### src/rtl/seg_monitor_pkg.sv
// seg_monitor_pkg: glyph table, encoder and FSM state type for the segment display monitor.
package seg_monitor_pkg;
  localparam logic [6:0] GLYPH_0 = 7'b0000001;
  localparam logic [6:0] GLYPH_1 = 7'b1001111;
  localparam logic [6:0] GLYPH_2 = 7'b0010010;
  localparam logic [6:0] GLYPH_3 = 7'b0000110;
  localparam logic [6:0] GLYPH_4 = 7'b1001100;
  localparam logic [6:0] GLYPH_5 = 7'b0100100;
  localparam logic [6:0] GLYPH_6 = 7'b0100000;
  localparam logic [6:0] GLYPH_7 = 7'b0001111;
  localparam logic [6:0] GLYPH_8 = 7'b0000000;
  localparam logic [6:0] GLYPH_9 = 7'b0001100;
  localparam logic [6:0] GLYPH_A = 7'b0001000;
  localparam logic [6:0] GLYPH_B = 7'b1100000;
  localparam logic [6:0] GLYPH_C = 7'b0110001;
  localparam logic [6:0] GLYPH_D = 7'b1000010;
  localparam logic [6:0] GLYPH_E = 7'b0110000;
  localparam logic [6:0] GLYPH_F = 7'b0111000;
  localparam logic [6:0] SEG_BLANK = 7'b1111111;

  typedef enum logic {COLLECT, PRESENT} state_e;

  // Returns {err, blank, code[3:0]}; blank and err both encode code 0.
  function automatic logic [5:0] encode(input logic [6:0] seg);
    case (seg)
      GLYPH_0:   encode = 6'h00;
      GLYPH_1:   encode = 6'h01;
      GLYPH_2:   encode = 6'h02;
      GLYPH_3:   encode = 6'h03;
      GLYPH_4:   encode = 6'h04;
      GLYPH_5:   encode = 6'h05;
      GLYPH_6:   encode = 6'h06;
      GLYPH_7:   encode = 6'h07;
      GLYPH_8:   encode = 6'h08;
      GLYPH_9:   encode = 6'h09;
      GLYPH_A:   encode = 6'h0a;
      GLYPH_B:   encode = 6'h0b;
      GLYPH_C:   encode = 6'h0c;
      GLYPH_D:   encode = 6'h0d;
      GLYPH_E:   encode = 6'h0e;
      GLYPH_F:   encode = 6'h0f;
      SEG_BLANK: encode = 6'h10;
      default:   encode = 6'h20;
    endcase
  endfunction
endpackage

### src/rtl/seg_digit_filter.sv
// seg_digit_filter: per-digit stability filter; pulses commit_o on every sample that leaves the
// count at STABLE_CNT, so a steadily scanned digit re-commits for each new frame.
module seg_digit_filter
  import seg_monitor_pkg::*;
#(
  parameter int STABLE_CNT = 4
) (
  input  logic       clk,
  input  logic       rst_n,
  input  logic       sample_i,
  input  logic [6:0] seg_i,
  output logic       commit_o,
  output logic [5:0] enc_o
);
  localparam logic [7:0] LIM = 8'(STABLE_CNT);

  logic [6:0] pat_q, pat_d;
  logic [7:0] cnt_q, cnt_d;

  always_comb begin
    pat_d = sample_i ? seg_i : pat_q;
    cnt_d = !sample_i      ? cnt_q :
            seg_i != pat_q ? 8'd1  :
            cnt_q == LIM   ? cnt_q : cnt_q + 8'd1;
    commit_o = sample_i && cnt_d == LIM;
    enc_o = encode(seg_i);
  end

  always_ff @(posedge clk or negedge rst_n) begin
    if (!rst_n) begin
      pat_q <= '0;
      cnt_q <= '0;
    end else begin
      pat_q <= pat_d;
      cnt_q <= cnt_d;
    end
  end
endmodule

### src/rtl/seg_display_monitor.sv
// seg_display_monitor: decodes the multiplexed active-low segment/anode bus back into hex digits
// and presents each fully committed frame over a valid/ready handshake.
module seg_display_monitor
  import seg_monitor_pkg::*;
#(
  parameter int NDIG       = 4,
  parameter int STABLE_CNT = 4
) (
  input  logic              clk,
  input  logic              rst_n,
  input  logic [6:0]        seg,
  input  logic [NDIG-1:0]   an,
  output logic [4*NDIG-1:0] out_value,
  output logic [NDIG-1:0]   out_blank,
  output logic [NDIG-1:0]   out_err,
  output logic              out_valid,
  input  logic              out_ready
);
  logic [NDIG-1:0]   samp, commit, cmt_q, cmt_d;
  logic [5:0]        enc [NDIG];
  logic [4*NDIG-1:0] sh_val_q, sh_val_d, val_q, val_d;
  logic [NDIG-1:0]   sh_blank_q, sh_blank_d, sh_err_q, sh_err_d;
  logic [NDIG-1:0]   blank_q, blank_d, err_q, err_d;
  logic              hs, load;
  state_e            state_q, state_d;

  // Only a bus with exactly one anode low is a usable sample.
  always_comb samp = $onehot(~an) ? ~an : '0;

  for (genvar g = 0; g < NDIG; g++) begin : g_dig
    seg_digit_filter #(.STABLE_CNT(STABLE_CNT)) u_filt (
      .clk      (clk),
      .rst_n    (rst_n),
      .sample_i (samp[g]),
      .seg_i    (seg),
      .commit_o (commit[g]),
      .enc_o    (enc[g])
    );
  end

  always_comb begin
    sh_val_d   = sh_val_q;
    sh_blank_d = sh_blank_q;
    sh_err_d   = sh_err_q;
    for (int i = 0; i < NDIG; i++) begin
      if (commit[i]) begin
        sh_val_d[4*i+:4] = enc[i][3:0];
        sh_blank_d[i]    = enc[i][4];
        sh_err_d[i]      = enc[i][5];
      end
    end
  end

  always_comb begin
    hs      = state_q == PRESENT && out_ready;
    load    = state_q == COLLECT && &cmt_q;
    cmt_d   = (hs ? '0 : cmt_q) | commit;
    val_d   = load ? sh_val_q : val_q;
    blank_d = load ? sh_blank_q : blank_q;
    err_d   = load ? sh_err_q : err_q;
  end

  always_comb state_d = load ? PRESENT : hs ? COLLECT : state_q;

  always_comb begin
    out_valid = state_q == PRESENT;
    out_value = val_q;
    out_blank = blank_q;
    out_err   = err_q;
  end

  always_ff @(posedge clk or negedge rst_n) begin
    if (!rst_n) begin
      state_q    <= COLLECT;
      cmt_q      <= '0;
      sh_val_q   <= '0;
      sh_blank_q <= '0;
      sh_err_q   <= '0;
      val_q      <= '0;
      blank_q    <= '0;
      err_q      <= '0;
    end else begin
      state_q    <= state_d;
      cmt_q      <= cmt_d;
      sh_val_q   <= sh_val_d;
      sh_blank_q <= sh_blank_d;
      sh_err_q   <= sh_err_d;
      val_q      <= val_d;
      blank_q    <= blank_d;
      err_q      <= err_d;
    end
  end
endmodule

### config.mk
export PLATFORM = sky130hd
export DESIGN_NAME = seg_display_monitor
export DESIGN_NICKNAME = d
export VERILOG_FILES = /design/src/rtl/seg_monitor_pkg.sv /design/src/rtl/seg_digit_filter.sv /design/src/rtl/seg_display_monitor.sv
export SDC_FILE = /design/constraint.sdc
export NUM_CORES = 1
export LEC_CHECK = 0
export CAP_MARGIN = 20
export CORE_ASPECT_RATIO = 0.7
export CORE_MARGIN = 2
export CORE_UTILIZATION = 40
export CTS_BUF_LIST = sky130_fd_sc_hd__clkbuf_8 sky130_fd_sc_hd__clkbuf_16
export DETAILED_ROUTE_END_ITERATION = 8
export GPL_TIMING_DRIVEN = 0
export SLEW_MARGIN = 20
export SYNTH_ARGS = -nofsm -noshare
export SYNTH_HDL_FRONTEND = slang
export SYNTH_SLANG_ARGS = --single-unit
### constraint.sdc
create_clock -name clk -period 2.2 [get_ports clk]
set_input_delay 0.44 -clock clk [delete_from_list [all_inputs] [get_ports clk]]
set_output_delay 0.44 -clock clk [all_outputs]
set_load 0.01 [all_outputs]
# [Word level (Yosys, flattened, before mapping)]
# Cells that the tools add are included.
[classes] n_shift=0 reduce_logical=9 n_mux=17 magnitude_cmp=0 n_div=0 bitwise=3 n_eq_ne=29 mul=0 addsub=7
[ops] cell="$pmux 6 s17" n=1
[ops] cell="$mux 8" n=12
[ops] cell="$eq 8x3->1 const B" n=8
[ops] cell="$eq 7x6->1 const B" n=5
[ops] cell="$eq 7x7->1 const B" n=5
[ops] cell="$add 8x1->8 const B" n=4
[ops] cell="$ne 7x7->1" n=4
[ops] cell="$eq 7x4->1 const B" n=3
[ops] cell="$mux 4" n=2
[ops] cell="$eq 7x1->1 const B" n=1
[ops] cell="$eq 7x3->1 const B" n=1
[ops] cell="$eq 7x5->1 const B" n=1
[ops] cell="$logic_not 7->1" n=1
[ops] cell="$logic_and 1x1->1" n=6
[ops] cell="$add 1x1->2" n=2
[ops] cell="$not 4->4" n=1
[ops] cell="$or 4x4->4" n=1
[ops] cell="$reduce_and 4->1" n=1
[ops] cell="$add 2x2->3" n=1
[ops] cell="$eq 3x1->1 const B" n=1
[ops] cell="$mux 1" n=2
[ops] cell="$reduce_bool 2->1" n=1
[ops] cell="$not 1->1" n=1
[totals] word_cells=90 romBits=0 memories=0 ram_bits=0 register_bits=113 out_inout_bits=25 latch_bits=0 input_bits=14

# [Longest topological paths before layout]
# Gate-level depths: netlist of the first run.
[logic_depth] depth_word=9 mapped_depth=13 ltp_nobuf=10

# [Modules after synthesis]
# From an unflattened synthesis of the first run, not the netlist that was laid out.
[hier_totals] hier_cells=720 hier_area_um2=7121.8
[modules_own_cells] module="seg_digit_filter (g_dig[1].u_filt ...)" seq_area_each_um2=375.4 n_inst=2 area_per_inst_um2=1257.5 cells_each=149
[modules_own_cells] module="seg_display_monitor" seq_area_each_um2=1326.3 n_inst=1 area_per_inst_um2=2135.8 cells_each=129
[modules_own_cells] module="seg_digit_filter (g_dig[3].u_filt)" seq_area_each_um2=375.4 n_inst=1 area_per_inst_um2=1267.5 cells_each=149
[modules_own_cells] module="seg_digit_filter (g_dig[0].u_filt)" seq_area_each_um2=375.4 n_inst=1 area_per_inst_um2=1203.7 cells_each=144

# [Worst setup path after synthesis of the first run]
# OpenSTA, ideal clock, no wires.
[synth_timing] path_kind="input-to-reg" from="in an[0]" to="reg sh_blank_q[2]" setup_ps=125 cell_stages=13 t_required_ps=2075 arrival_time_ps=3374 slack_ps=-1299 path_buffers=3 path_cell_list="fa_1 inv_1 ha_1 ha_1 buf_6 or4b_2 clkbuf_1 nor2_1 nand2_1 o21ai_0 o211a_1 buf_4 mux2_2"
[synth_via] elab_chain_cells=8
[synth_rtl] element="start, declared" line="seg_display_monitor.sv:12" source="input logic [NDIG-1:0] an,"
[synth_rtl] element="$not 4->4 *" line="seg_display_monitor.sv:28" source="always_comb samp = $onehot(~an) ? ~an : '0;"
[synth_rtl] element="$add 1x1->2 (implied by the code) *" line="seg_display_monitor.sv:28"
[synth_rtl] element="$add 2x2->3 (implied by the code) *" line="seg_display_monitor.sv:28"
[synth_rtl] element="$eq 3x1->1 *" line="seg_display_monitor.sv:28"
[synth_rtl] element="$mux 4 *" line="seg_display_monitor.sv:28"
[synth_rtl] element="$mux 8" line="seg_digit_filter.sv:22" source="cnt_d = !sample_i ? cnt_q :"
[synth_rtl] element="$eq 8x3->1" line="seg_digit_filter.sv:25" source="commit_o = sample_i && cnt_d == LIM;"
[synth_rtl] element="$logic_and 1x1->1 *" line="seg_digit_filter.sv:25"
[synth_rtl] element="end signal, assigned" line="seg_display_monitor.sv:86" source="sh_blank_q <= sh_blank_d;"
[synth_rtl] element="end, declared" line="seg_display_monitor.sv:22" source="logic [NDIG-1:0] sh_blank_q, sh_blank_d, sh_err_q, sh_err_d;"
# Mark *: on every way between the ends. The rest lies on a longest branch, timed or not.
# A chain may end at the register's enable or synchronous reset.

# [Worst setup path in the final report of the first run]
[layout_timing] from="in an[1]" to="reg sh_val_q[15]"
[layout_via] elab_chain_cells=8
[layout_rtl] element="$not 4->4 *" line="seg_display_monitor.sv:28"
[layout_rtl] element="$add 1x1->2 (implied by the code) *" line="seg_display_monitor.sv:28"
[layout_rtl] element="$add 2x2->3 (implied by the code) *" line="seg_display_monitor.sv:28"
[layout_rtl] element="$eq 3x1->1 *" line="seg_display_monitor.sv:28"
[layout_rtl] element="$mux 4 *" line="seg_display_monitor.sv:28"
[layout_rtl] element="$mux 8" line="seg_digit_filter.sv:22"
[layout_rtl] element="$eq 8x3->1" line="seg_digit_filter.sv:25"
[layout_rtl] element="$logic_and 1x1->1 *" line="seg_digit_filter.sv:25"
[layout_rtl] element="end signal, assigned" line="seg_display_monitor.sv:85" source="sh_val_q <= sh_val_d;"
[layout_rtl] element="end, declared" line="seg_display_monitor.sv:21" source="logic [4*NDIG-1:0] sh_val_q, sh_val_d, val_q, val_d;"
# Marks and branches as above.

==> qor.txt, run 1 <==
Synth Area per Inst -> 10.3 sq um
Die height -> 107 microns
Residual DRC count -> 0
Yosys reg bits -> 113
Clk slew on worst S/H paths -> 60 ps
Setup crit start kind -> input port
Worst EP required -> 2490 ps
CTS Buf Count -> 17
CTS tree -> yes
Nature of the critical path endpoint -> flip-flop
Worst Reg-to-Reg Cells -> 8
Tightest Hold Check Type -> input port to asynchronous set/reset pin
Die area -> 16,200 sq um
Critical Path AT -> 3290 ps
Antenna violations before repair -> 0
Most common flop cell mapped by yosys -> dfrtp_1
Placed Instances -> 819
Non-filler cells in the finished layout -> 884
Final Hold Fails -> 0
Final Worst Setup Slack -> -804 ps
Final Util -> 0.560
Ports -> 39
Number of max-cap violations -> 0
Distinct cell type count after synthesis -> 63
Drt first-iter violations -> 274
Peak supply drop -> 0.488 mV
Async set or reset register ratio after synthesis -> 1.00
Routed length on met2 -> 6830 microns
Global-route wire length before repair -> 25,000 microns
Most used cell, CP -> buf_8
Cell Chain, Critical Path -> buf_8, fa_1, inv_1, ha_2, ha_4, or4b_4, buf_6, a21oi_2, o2111a_1, o311a_4, buf_8, mux2_4
Slew headroom -> 0.487
Initial Utilization -> 0.410
Failing checks -> negative setup slack
LEAKAGE -> 3.71 nW
Clock skew -> 13.5 ps
CTS sink cnt -> 113
Antenna diodes -> 0
Fmax -> 333 MHz
Pre-CTS WS -> -2140 ps
Worst-path fanout max -> 7
Vias in the first global route -> 4,886
H-tree depth -> 4
Status -> finished, violations left
Top Layer Used -> met4
Core box area -> 14,800 sq um
DR vias -> 4,839
Area growth from synthesis to layout -> 36.4%
Post-synthesis sequential area ratio -> 0.467
Avg WL per Cell -> 17.1 microns
Buf/Inv on CP -> 4
PwrDens -> 785 nW/um^2
Met3 WL post-DR -> 655 microns
Clk Latency, worst-skew pair -> 410 ps
RSZ-0062 raised after global routing -> true
Rows -> 37
Tot GR Track Use -> 0.198
DRT met1 WL -> 7420 microns
Final WL -> 15,100 microns
Post-Syn Area -> 6060 sq um
Largest net degree at the start of global routing -> 68
Syn nets -> 614
Final RePlAce weighted congestion -> 0.856
Fin crit share -> 1.37
DRT Pass-1 Iters -> 5
GRT overflow -> 0
Top delay family on crit path -> adder cells
PortBufs -> 34
Share of cells above drive strength 1 -> 0.343
Worst-case clock buffer depth -> 2
Crit path largest cell delay -> 600 ps
CTS root buf -> clkbuf_16
Total negative slack -> -32,420 ps
Setup Viol. Count Final -> 85
Final Max Tran Viols -> 0
Dpl hpwl -> 9550 microns
Design Power -> 6.49 mW
Minimum clock period -> 3000 ps
Drt via density -> 5.47
Critical path's slowest cell -> or4b_4
Die width -> 151 microns
Number of synthesized flops with an enable pin -> 0
Total Nets Final -> 701
CP Depth -> 12
Mapped Cells -> 589
CP Class -> input port to flip-flop
Yosys warning total -> 0
Actual slew at the worst max-slew pin -> 764 ps
Antenna-violating nets left -> 0
==> worst reg2reg max path: stages, from the launching register on <==
cell      delay (ps)
dfrtp_1          350
clkbuf_1         180
or2_2            340
or4_1            590
nor3_1           210
o2111a_1         230
o311a_4          210
buf_8            140
mux2_4           310
==> synth_stat cells, types with 3 or more instances <==
master    count  area share
a21oi_1      21       0.017
and4_1        4      0.0058
nor3_1       16       0.013
and2_1        7      0.0072
a21o_1        7      0.0087
and3_1        6      0.0062
nor3b_1       3      0.0037
nand2_1      86       0.053
mux2i_1       4      0.0066
nor4_1        7      0.0072
xnor2_1      21       0.030
buf_6         3      0.0056
clkbuf_1     20       0.012
buf_2         5      0.0041
mux2_2       49       0.091
dfrtp_1     113        0.47
a31oi_1       3      0.0031
nor2_1       31       0.019
ha_1         10       0.021
o21ai_0      30       0.025
o31ai_1       6      0.0074
xor2_1       30       0.043
nor4b_4       3       0.012
nor4b_1       3      0.0043
mux2_4        6       0.015
buf_1         3      0.0019
nand2b_1      4      0.0041
nand3_1      16       0.013
nand4_1      14       0.014
nor2b_1       3      0.0031
inv_1        13      0.0081
==> registers in the layout, indices dropped and copies added, names as in the netlist, 16 cells and up <==
signal,cells
out_value,16
g_dig.u_filt.cnt_q,32
g_dig.u_filt.pat_q,28
sh_val_q,16
==> area by class of cell <==
cell class | count | area, sq um
clock buffer | 18 | 439
sequential | 113 | 2830
fill | 1255 | 6500
buffer | 26 | 196
tap | 195 | 244
timing repair buffer | 75 | 813
clock inverter | 14 | 134
inverter | 13 | 48.8
multi-input combinational | 430 | 3560
==> timing repair <==
action                                  4_1_cts  5_1_grt
pin swaps                                    37       30
gates resized for setup                     113       74
endpoints found under the setup margin       88       87
setup buffers                                28       17
gates cloned                                  2        0
hold buffers                                  0        0
==> through the flow <==
step	instance area [sq um]	hold slack [ps]
6_report	8260	47.8
4_1_cts	7970	67.9
2_1_floorplan	6160	144
3_5_place_dp	6770	470
5_1_grt	8260	90.2
3_3_place_gp	6740	459
==> cell families after synthesis <==
| logic type | share of synthesized area |
|---|---|
| DFF | 0.467 |
| muxes | 0.113 |
| xor gates and xnor gates | 0.0738 |
| AOI/OAI and AO/OA | 0.0940 |
| adders and majority gates | 0.0256 |
| and+or+nand+nor | 0.193 |
| buffers and inverters | 0.0345 |
==> metal layers <==
layer / GRT usage / up-vias
met2: 0.302 / 126
met3: 0.0404 / 27
met5: 0 / -
met4: 0.0554 / 0
li1: - / 2254
met1: 0.288 / 2432
==> cells in the final DEF (no fill, tap or decap), types with 4 or more instances in the layout <==
cell	netlist	layout
nor2_4	0	7
mux2_2	49	24
nor4_2	2	4
clkinvlp_4	0	5
ha_1	10	8
clkbuf_1	20	12
clkinv_4	0	4
xnor2_2	0	4
and4_1	4	4
and3_1	6	4
xnor2_1	21	17
nor4b_4	3	5
mux2_4	6	31
o21ai_2	0	5
buf_2	5	7
buf_12	0	4
a21oi_2	0	7
and2_1	7	7
o21ai_1	0	11
clkdlybuf4s50_1	0	29
nand3_1	16	13
inv_1	13	13
nor2_1	31	23
buf_6	3	26
nor3_1	16	16
xor2_1	30	29
a21oi_1	21	12
a21o_1	7	7
nand2_2	0	23
nand2_1	86	61
buf_4	2	13
dfrtp_1	113	113
nand4_1	14	14
clkbuf_16	0	20
o21ai_0	30	14
mux2i_1	4	4
==> power by group <==
group          switching, mW  total (mW)  internal (mW)
combinational          0.646        1.29          0.640
clock                   1.04        2.64           1.60
sequential             0.227        2.56           2.34
total                   1.91        6.49           4.57
==> path summary, 6_finish.rpt <==
| kind | from | endpoint | slack (ps) |
|---|---|---|---|
| worst max-delay path | an[1] | sh_val_q[15] | -800 |
| worst min-delay path | rst_n | g_dig[2].u_filt.cnt_q[4] | 50 |
| worst max register to register | g_dig[3].u_filt.cnt_q[5] | sh_val_q[15] | -490 |
| worst min register to register | cmt_q[2] | cmt_q[2] | 480 |
| max in group asynchronous | rst_n | sh_blank_q[1] | 1480 |
| min in group clk | an[2] | g_dig[2].u_filt.cnt_q[0] | 470 |
No activity file was read; power rests on OpenSTA's default activity.
==> run 2, diff against run 1 <==
CORE_ASPECT_RATIO = not set   (was 0.7)
CTS_BUF_LIST = not set   (was sky130_fd_sc_hd__clkbuf_8 sky130_fd_sc_hd__clkbuf_16)
CTS_CLUSTER_SIZE = 12   (was not set)
==> qor.txt, run 2 (same netlist as run 1, synthesis figures left out) <==
Psw -> 1.88 mW
Status -> finished, violations left
Avg WL per Cell -> 16.7 microns
CTS root buf -> clkbuf_16
Drt first-iter violations -> 279
PortBufs -> 34
Reg-to-reg slack, setup -> -460 ps
Clk slew on worst S/H paths -> 60 ps
Minimum clock period -> 2960 ps
RSZ-0062 raised after global routing -> true
Total Nets Final -> 703
Final Worst Setup Slack -> -755 ps
Vias in the first global route -> 4,739
Area growth from synthesis to layout -> 35.6%
Clk Latency, worst-skew pair -> 410 ps
CTS sink cnt -> 113
Antenna violations before repair -> 0
Sequential fraction of design power -> 0.381
DR vias -> 4,769
Drt via density -> 5.45
Global-route wire length before repair -> 23,900 microns
Nature of the critical path endpoint -> flip-flop
Slew headroom -> 0.598
Most used cell, CP -> buf_6
Actual slew at the worst max-slew pin -> 599 ps
Crit path largest cell delay -> 520 ps
Share of cells above drive strength 1 -> 0.327
H-tree depth -> 4
Final WL -> 14,600 microns
Dpl hpwl -> 9340 microns
Cell Chain, Critical Path -> buf_8, fa_1, inv_1, ha_2, ha_4, buf_6, nor4b_4, and3_4, mux2i_2, o21ai_2, o211a_1, buf_6, mux2_2
Antenna-violating nets left -> 0
Clock network power share -> 0.437
LEAKAGE -> 3.67 nW
GRT overflow -> 0
Final RePlAce weighted congestion -> 0.857
PwrDens -> 817 nW/um^2
Initial Utilization -> 0.414
Die width -> 127 microns
Worst Reg-to-Reg Cells -> 8
Commonest non-fill, non-tap cell in the layout -> dfrtp_1
Total negative slack -> -24,390 ps
Largest regs -> g_dig.u_filt.cnt_q (32), g_dig.u_filt.pat_q (28)
Tightest Hold Check Type -> flip-flop to flip-flop
Worst-path fanout max -> 7
CTS tree -> yes
Ports -> 39
Residual DRC count -> 0
Area occupied by multi-input gates -> 3470 sq um
Die height -> 127 microns
Setup Viol. Count Final -> 65
CP Class -> input port to flip-flop
Final Max Tran Viols -> 0
Cell-internal power -> 4.82 mW
Core box area -> 14,600 sq um
Max reg flops -> 32
Tot GR Track Use -> 0.186
Largest net degree at the start of global routing -> 78
Critical Path AT -> 3250 ps
Critical path's slowest cell -> fa_1
Worst EP required -> 2500 ps
Number of max-cap violations -> 0
Setup crit start kind -> input port
Reg with most FFs -> g_dig.u_filt.cnt_q
Comb pwr share -> 0.181
Failing checks -> negative setup slack
Peak supply drop -> 0.565 mV
Rows -> 44
FF+latch area -> 2830 sq um
Fin crit share -> 1.34
Fmax -> 338 MHz
Non-filler cells in the finished layout -> 875
Hold path depth -> 1
Commonest non-fill, non-tap cells in the layout -> dfrtp_1 (113), nand2_1 (69), mux2_2 (37)
Antenna diodes -> 0
Design Power -> 6.70 mW
Die area -> 16,100 sq um
Worst-case clock buffer depth -> 2
Final Hold Fails -> 0
DRT Pass-1 Iters -> 5
Placed Instances -> 808
Fill cells -> 1,285
Switching share of power -> 0.281
CTS Buf Count -> 17
Clock skew -> 8.51 ps
-- run 2: final cells by class --
type | instances | area share
clock buffer | 17 | 0.0518
timing repair buffer | 77 | 0.101
clock inverter | 15 | 0.0253
buffer | 26 | 0.0213
tap | 184 | 0.0280
multi-input combinational | 430 | 0.423
inverter | 13 | 0.00594
sequential | 113 | 0.344
-- run 2: power by group through the flow --
| stage | Sequential [mW] | Clock, mW | Combinational, mW |
|---|---|---|---|
| 2_1_floorplan | 2.53 | 0 | 0.727 |
| 3_3_place_gp | 2.55 | 0 | 0.914 |
| 3_5_place_dp | 2.57 | 0 | 0.958 |
| 5_1_grt | 2.60 | 3.09 | 1.35 |
| 4_1_cts | 2.54 | 2.98 | 1.10 |
| 6_report | 2.56 | 2.93 | 1.22 |
-- run 2: critical path, delay by kind of cell --
family | cells | cell delay (ps)
AOI/OAI and AO/OA | 2 | 330
and+or+nand+nor | 2 | 610
adders and majority gates | 3 | 930
buffers and inverters | 4 | 410
muxes | 2 | 510
-- run 2: repair_timing --
action                     4_1_cts  5_1_grt
cloned                           3        1
gates resized for setup         90       72
hold endpoints to repair        36        0
setup endpoints to repair       88       85
setup buffers                   27       16
hold buffers                     1        0
pin swaps                       25       19
-- run 2: worst paths after layout --
check | from | end
max reg2reg | g_dig[1].u_filt.cnt_q[4] | sh_val_q[7]
min | cmt_q[2] | cmt_q[2]
max | an[1] | sh_val_q[10]
min in group asynchronous | rst_n | g_dig[2].u_filt.cnt_q[0]
max in group asynchronous | rst_n | out_value[15]
min reg2reg | cmt_q[2] | cmt_q[2]
-- run 2: routing by layer --
metal / vias up / GRT usage / share of wire / routed length [microns]
met5: - / 0 / 0 / 0
met4: 0 / 0.0511 / 0.0083 / 121
met3: 13 / 0.0456 / 0.048 / 699
met2: 120 / 0.301 / 0.49 / 7180
met1: 2380 / 0.253 / 0.45 / 6640
li1: 2256 / - / - / -
-- run 2: through the flow --
stage / hold WS, ps / util / setup slack [ps] / instance area, sq um
2_1_floorplan: 144 / - / -1130 / 6160
3_3_place_gp: 461 / 0.460 / -3720 / 6730
3_5_place_dp: 377 / 0.462 / -2270 / 6760
4_1_cts: 482 / 0.538 / -795 / 7880
5_1_grt: 502 / 0.561 / -847 / 8210
6_report: 478 / 0.561 / -755 / 8210
